--- config.mk ---
export PLATFORM = sky130hd
export DESIGN_NAME = window_gen_3x3_flat
export DESIGN_NICKNAME = d
export VERILOG_FILES = /design/src/rtl/window_gen_3x3_pkg.sv /design/src/rtl/window_gen_3x3_if.sv /design/src/rtl/window_gen_3x3_line_buffer.sv /design/src/rtl/window_gen_3x3.sv /design/src/flat_wrapper.sv
export SDC_FILE = /design/constraint.sdc
export NUM_CORES = 2
export LEC_CHECK = 0
export CAP_MARGIN = 15
export CORE_UTILIZATION = 60
export CTS_BUF_LIST = sky130_fd_sc_hd__clkbuf_16
export DETAILED_ROUTE_END_ITERATION = 8
export PLACE_DENSITY = 0.79
export SETUP_SLACK_MARGIN = 0.5
export SYNTH_ARGS = -nofsm -noshare
export SYNTH_HDL_FRONTEND = slang
export SYNTH_SLANG_ARGS = --single-unit
--- constraint.sdc ---
create_clock -name clk -period 6.8 [get_ports clk]
set_input_delay 1.36 -clock clk [delete_from_list [all_inputs] [get_ports clk]]
set_output_delay 1.36 -clock clk [all_outputs]
set_load 0.03 [all_outputs]
--- src/rtl/window_gen_3x3_pkg.sv ---
// Shared constants for the 3x3 window generator, the convolution core and the pooling stages.
package window_gen_3x3_pkg;

  localparam int DATA_WIDTH_DEF = 32;
  localparam int IMG_WIDTH_DEF  = 28;
  localparam int IMG_HEIGHT_DEF = 28;

  localparam int WIN_SIZE = 9;

  // Window indices, row-major: top row holds image row r-2, bottom row holds row r.
  localparam int WIN_TL = 0;
  localparam int WIN_TC = 1;
  localparam int WIN_TR = 2;
  localparam int WIN_ML = 3;
  localparam int WIN_MC = 4;
  localparam int WIN_MR = 5;
  localparam int WIN_BL = 6;
  localparam int WIN_BC = 7;
  localparam int WIN_BR = 8;

  // Smallest image edge for which a full 3x3 neighbourhood exists.
  localparam int MIN_IMG_DIM = 3;

endpackage

--- src/rtl/window_gen_3x3_if.sv ---
// Pixel stream in, 3x3 window stream out. The master side is the pixel source
// that also consumes the windows; the slave side is the window generator.
interface window_gen_3x3_if #(
  parameter int DATA_WIDTH = window_gen_3x3_pkg::DATA_WIDTH_DEF
) ();
  import window_gen_3x3_pkg::*;

  logic                                 frame_rst;
  logic                                 valid_in;
  logic [DATA_WIDTH-1:0]                data_in;
  logic [WIN_SIZE-1:0][DATA_WIDTH-1:0]  window;
  logic                                 valid_out;
  logic                                 frame_done;

  modport master (
    output frame_rst, valid_in, data_in,
    input  window, valid_out, frame_done
  );

  modport slave (
    input  frame_rst, valid_in, data_in,
    output window, valid_out, frame_done
  );

endinterface

--- src/rtl/window_gen_3x3_line_buffer.sv ---
// One image row of storage. Asynchronous read and synchronous write share one
// address, so a read in the writing cycle returns the old entry.
module window_gen_3x3_line_buffer #(
  parameter  int DATA_WIDTH = window_gen_3x3_pkg::DATA_WIDTH_DEF,
  parameter  int DEPTH      = window_gen_3x3_pkg::IMG_WIDTH_DEF,
  localparam int ADDR_W     = $clog2(DEPTH)
) (
  input  logic                  clk,
  input  logic [ADDR_W-1:0]     addr,
  input  logic                  wr_en,
  input  logic [DATA_WIDTH-1:0] wr_data,
  output logic [DATA_WIDTH-1:0] rd_data
);

  logic [DATA_WIDTH-1:0] mem [DEPTH];

  // Storage is left unreset; the window valid gating never exposes stale rows.
  always_ff @(posedge clk) begin
    if (wr_en) begin
      mem[addr] <= wr_data;
    end
  end

  assign rd_data = mem[addr];

endmodule

--- src/rtl/window_gen_3x3.sv ---
// Sliding 3x3 window generator: takes raster-order pixels, keeps the two
// previous rows in line buffers and emits a registered 3x3 neighbourhood with
// a one-cycle valid pulse whenever the current pixel has r>=2 and c>=2.
module window_gen_3x3
  import window_gen_3x3_pkg::*;
#(
  parameter int DATA_WIDTH = DATA_WIDTH_DEF,
  parameter int IMG_WIDTH  = IMG_WIDTH_DEF,
  parameter int IMG_HEIGHT = IMG_HEIGHT_DEF
) (
  input logic              clk,
  input logic              rst,
  window_gen_3x3_if.slave  bus
);

  localparam int COL_W = $clog2(IMG_WIDTH);
  localparam int ROW_W = $clog2(IMG_HEIGHT);

  localparam logic [COL_W-1:0] COL_LAST  = COL_W'(IMG_WIDTH - 1);
  localparam logic [ROW_W-1:0] ROW_LAST  = ROW_W'(IMG_HEIGHT - 1);
  localparam logic [COL_W-1:0] COL_FIRST = COL_W'(MIN_IMG_DIM - 1);
  localparam logic [ROW_W-1:0] ROW_FIRST = ROW_W'(MIN_IMG_DIM - 1);

  logic [COL_W-1:0] col;
  logic [ROW_W-1:0] row;

  logic accept;
  logic at_col_last;
  logic at_row_last;
  logic win_pos;

  logic [DATA_WIDTH-1:0] lb0_rd;
  logic [DATA_WIDTH-1:0] lb1_rd;

  logic [WIN_SIZE-1:0][DATA_WIDTH-1:0] win_q;
  logic                                valid_q;
  logic                                done_q;

  // A frame restart in the same cycle drops the pixel.
  assign accept      = bus.valid_in && !bus.frame_rst;
  assign at_col_last = (col == COL_LAST);
  assign at_row_last = (row == ROW_LAST);
  assign win_pos     = (row >= ROW_FIRST) && (col >= COL_FIRST);

  // lb0 holds row r-1; lb1 takes the entry lb0 is about to overwrite, so it holds row r-2.
  window_gen_3x3_line_buffer #(
    .DATA_WIDTH (DATA_WIDTH),
    .DEPTH      (IMG_WIDTH)
  ) lb0 (
    .clk     (clk),
    .addr    (col),
    .wr_en   (accept),
    .wr_data (bus.data_in),
    .rd_data (lb0_rd)
  );

  window_gen_3x3_line_buffer #(
    .DATA_WIDTH (DATA_WIDTH),
    .DEPTH      (IMG_WIDTH)
  ) lb1 (
    .clk     (clk),
    .addr    (col),
    .wr_en   (accept),
    .wr_data (lb0_rd),
    .rd_data (lb1_rd)
  );

  // Raster position of the next pixel; wraps straight into the next frame.
  always_ff @(posedge clk or negedge rst) begin
    if (!rst) begin
      col <= '0;
      row <= '0;
    end else if (bus.frame_rst) begin
      col <= '0;
      row <= '0;
    end else if (accept) begin
      if (at_col_last) begin
        col <= '0;
        row <= at_row_last ? '0 : row + 1'b1;
      end else begin
        col <= col + 1'b1;
      end
    end
  end

  // Shift the window left and load the new right column from the line buffers and input.
  always_ff @(posedge clk or negedge rst) begin
    if (!rst) begin
      win_q <= '0;
    end else if (accept) begin
      win_q[WIN_TL] <= win_q[WIN_TC];
      win_q[WIN_TC] <= win_q[WIN_TR];
      win_q[WIN_TR] <= lb1_rd;
      win_q[WIN_ML] <= win_q[WIN_MC];
      win_q[WIN_MC] <= win_q[WIN_MR];
      win_q[WIN_MR] <= lb0_rd;
      win_q[WIN_BL] <= win_q[WIN_BC];
      win_q[WIN_BC] <= win_q[WIN_BR];
      win_q[WIN_BR] <= bus.data_in;
    end
  end

  // Flag only windows lying fully inside the current frame; frame_rst and idle clear both pulses.
  always_ff @(posedge clk or negedge rst) begin
    if (!rst) begin
      valid_q <= 1'b0;
      done_q  <= 1'b0;
    end else begin
      valid_q <= accept && win_pos;
      done_q  <= accept && at_col_last && at_row_last;
    end
  end

  assign bus.window     = win_q;
  assign bus.valid_out  = valid_q;
  assign bus.frame_done = done_q;

endmodule
--- src/flat_wrapper.sv ---
// flat-port wrapper written by rule: the top's interface ports become plain ports
module window_gen_3x3_flat import window_gen_3x3_pkg::*;
#(
  parameter int DATA_WIDTH = DATA_WIDTH_DEF,
  parameter int IMG_WIDTH  = IMG_WIDTH_DEF,
  parameter int IMG_HEIGHT = IMG_HEIGHT_DEF
)
  (clk, rst, bus_frame_rst, bus_valid_in, bus_data_in, bus_window, bus_valid_out, bus_frame_done);
  window_gen_3x3_if #(.DATA_WIDTH(DATA_WIDTH)) bus_i ();
  input logic clk;
  input logic rst;
  input wire logic [$bits(bus_i.frame_rst)-1:0] bus_frame_rst;
  input wire logic [$bits(bus_i.valid_in)-1:0] bus_valid_in;
  input wire logic [$bits(bus_i.data_in)-1:0] bus_data_in;
  output wire logic [$bits(bus_i.window)-1:0] bus_window;
  output wire logic [$bits(bus_i.valid_out)-1:0] bus_valid_out;
  output wire logic [$bits(bus_i.frame_done)-1:0] bus_frame_done;
  assign bus_i.frame_rst = bus_frame_rst;
  assign bus_i.valid_in = bus_valid_in;
  assign bus_i.data_in = bus_data_in;
  assign bus_window = bus_i.window;
  assign bus_valid_out = bus_i.valid_out;
  assign bus_frame_done = bus_i.frame_done;
  window_gen_3x3 #(.DATA_WIDTH(DATA_WIDTH), .IMG_WIDTH(IMG_WIDTH), .IMG_HEIGHT(IMG_HEIGHT)) u_core (.clk(clk), .rst(rst), .bus(bus_i));
endmodule
==> impl_metrics.csv <==
group,metric,value,unit
outcome,outcome,"completed",
global_route,grt_max_degree,126,
place,io_buffers,325,
routing,wl,215,mm
worst_setup_path,critPathRequiredTime,7.02,ns
clocking,clock_sinks,2092,
cells_and_area,area_growth,15.3,%
global_route,grt_pass1_wl,310,mm
pwr,power.internal,21.4,mW
sta,skew,0.0292,ns
synth,synthesis.area,79500,sq um
flow_run,cap_violations,0,
sta,rsz0062_at_grt,"no",
floorplan,dieHeight,366,um
synth,syn_nets,4440,
clocking,clk_path_buf_depth,3,
synth,synth_flop_cell,"edfxtp_1",
worst_setup_path,critical_path.max_stage_delay,0.97,ns
sta,final-setup-viol-count,0,
synth,yosysTopAreaCellShare,0.677,
hold_path,hp-class,"flip-flop to flip-flop",
pwr,switching_power,6.89,mW
routing,post_drt_via_cell_ratio,6.75,
place,dp_hpwl,119,mm
synth,ys_ff_latch,2092,
clocking,cts_root_buf,"clkbuf_16",
synth,synth-edff-count,1792,
pwr,p_clk_frac,0.381,
cells_and_area,drive_above_1_share,0.149,
sta,fmax,218,MHz
routing,initialDrtViolationCount,7349,
routing,drc,0,
pwr,seqPwrFrac,0.520,
sta,worstMarginPinSlew,1.27,ns
pwr,p_per_area,309,nW/um^2
floorplan,die_w,366,um
pwr,comb_power_share,0.098,
pwr,sw_frac_of_total,0.243,
worst_setup_path,critPathSlowestCell,"dfrtp_2",
worst_setup_path,cp.arrival,4.80,ns
synth,synthCells,4397,
synth,ys_top_cells_by_area,"edfxtp_1 68%, dfrtp_1 9.4%, mux4_2 7.9%, mux2i_1 4.3%, nand2_1 3.6%",
worst_setup_path,cp_max_fo,34,
sta,slew_headroom,0.153,
worst_setup_path,cpLargestDelayFamily,"simple AND/OR/NAND/NOR gates",
synth,synth-seq-area-share,0.772,
synth,yosys_warnings,0,
clocking,post-cts-setup-buffers,0,
floorplan,row_count,133,
place,place_ws,1.57,ns
routing,first_pass_iters,5,
routing,routedWlPerCell,32.1,um
cells_and_area,layout_commonest_cell,"edfxtp_1",
clocking,cts_tree,"yes",
worst_setup_path,crit_path_cell_trace,"buf_4, or4_1, buf_4, o22ai_1, a211oi_1, nand3_1",
clocking,clk_latency,0.83,ns
sta,fin_ws,2.22,ns
global_route,track_usage,0.322,
floorplan,initial_core_util,0.604,
clocking,ctsResizeCount,0,
sta,setup-tns-final,0,ns
routing,vias,45400,
cells_and_area,fillers,7866,
worst_setup_path,path_buf_inv,2,
global_route,antenna_found_initial,7,
synth,ys_types,62,
pwr,vdd_drop_max,0.251,mV
clocking,numCtsBuffers,199,
worst_setup_path,crit_path_end_kind,"flip-flop",
sta,fin_crit,4.58,ns
sta,hold_viol,0,
cells_and_area,nets,4834,
floorplan,core-area,131000,sq um
sta,fin_hold_ws,0.472,ns
place,place_congestion,0.841,
global_route,grt_pass1_vias,44900,
worst_setup_path,crit_top_cell,"buf_4",
clocking,clk_pin_slew,0.07,ns
pwr,p_leak,30.7,nW
synth,synthArstFlopShare,0.143,
sta,period_share,0.673,
clocking,htree_levels,4,
worst_setup_path,setup.worst_path.start_class,"flip-flop",
floorplan,pin_count,326,
synth,yosysTopAreaCell,"edfxtp_1",
global_route,grt-ovfl-total,0,
worst_setup_path,critPathKind,"flip-flop to flip-flop",
cells_and_area,layout_common_cells,"1792 x edfxtp_1, 771 x nand2_1, 340 x mux2i_1",
routing,postRouteAntennaNets,0,
sta,drv_slew,0,
floorplan,dieArea,134000,sq um
clocking,cts_hold_buf,0,
synth,syn_area_per_cell,18.1,sq um
[power by group through the flow]
stage	combinational [mW]	sequential (mW)	clock, mW
after global placement	2.67	15.0	0
after detailed placement	2.73	15.0	0
final	2.78	14.7	10.8
after floorplan	0.975	15.4	0
after global routing	2.92	14.8	11.3
after CTS	2.75	14.7	10.8
[worst reg2reg max path, delay by kind of cell, from the launching register on]
kind                   cells  cell delay (ns)
flip-flops                 1             0.97
AO/OA/AOI/OAI              2             0.59
buffers and inverters      2             0.91
AND/OR/NAND/NOR            2             1.49
[cell type report]
cell class	count	area, sq um	area share
clock buffers	204	5100	0.0557
inverters	7	28.8	0.000314
repair buffers	438	4520	0.0494
flip-flops and latches	2092	61300	0.670
well taps	1755	2200	0.0240
diodes	3	7.51	0.0000820
clock inverters	167	1270	0.0139
multi-input cells	2053	17100	0.187
[cell usage after synthesis, types with 3 or more instances]
master,n
nor4_1,5
edfxtp_1,1792
mux4_2,277
buf_2,75
or4_1,4
dfrtp_1,300
a211o_1,3
o32a_1,5
o2bb2ai_1,3
mux2_2,11
nor3_1,12
inv_1,5
buf_1,10
buf_6,5
o221ai_1,10
a41oi_1,22
nand4bb_1,4
nor2_1,110
a22oi_1,82
nand4_1,21
nand2b_1,4
o21ai_0,13
a221oi_1,13
a31oi_1,60
buf_4,45
clkbuf_1,107
and2_1,9
nand4b_1,3
a22o_1,20
ha_1,7
nor2b_1,11
a21oi_1,20
o32ai_1,5
nand3_1,32
o22ai_1,103
a21o_1,11
nand2_1,771
mux2i_1,340
a211oi_1,34
[sequential cells by signal (all words and copies together), names as in the netlist]
name	flops
u_core.col	5
u_core.bus.valid_out	1
u_core.bus.window	288
u_core.row	5
u_core.lb1.mem	896
u_core.bus.frame_done	1
u_core.lb0.mem	896
[layer usage]
| metal | share of wire | vias up | global-route usage |
|---|---|---|---|
| met5 | 0.00032 | - | 0 |
| met4 | 0.047 | 8 | 0.140 |
| met3 | 0.13 | 638 | 0.0718 |
| met2 | 0.47 | 3588 | 0.495 |
| met1 | 0.36 | 23100 | 0.450 |
| li1 | - | 18000 | - |
[cell families (layout without fill, tap and decap cells)]
logic type / after synthesis / after routing / synth area share
adder cells (fa/ha/maj): 7 / 7 / 0.00110
XOR/XNOR: 1 / 1 / 0.000110
multiplexers: 628 / 628 / 0.123
other: 0 / 3 / 0
AO/OA/AOI/OAI: 411 / 411 / 0.0366
AND/OR/NAND/NOR: 1006 / 1006 / 0.0517
flip-flops: 2092 / 2092 / 0.772
buffers and inverters: 252 / 816 / 0.0159
[path summary, 6_finish.rpt]
path	endpoint	slack, ns	from	cells after the start
worst max-delay path	u_core.lb1.mem[12][20]	2.22	u_core.col[3]	6
worst min-delay path	u_core.bus.window[227]	0.47	u_core.bus.window[259]	2
worst max register to register	u_core.lb1.mem[12][20]	2.22	u_core.col[3]	6
worst min register to register	u_core.bus.window[227]	0.47	u_core.bus.window[259]	2
max in group asynchronous	u_core.col[0]	4.98	rst	2
min in group asynchronous	u_core.bus.window[214]	0.53	rst	1
[stage by stage]
stage	instance area, sq um	util	cells	total power [mW]
2_1_floorplan	79500	-	4397	16.4
5_1_grt	91600	0.697	6717	29.0
4_1_cts	91400	0.695	6705	28.3
3_3_place_gp	85000	0.646	6333	17.7
6_report	91600	0.697	6719	28.3
3_5_place_dp	85000	0.647	6334	17.7
No activity file was read; power rests on OpenSTA's default activity.
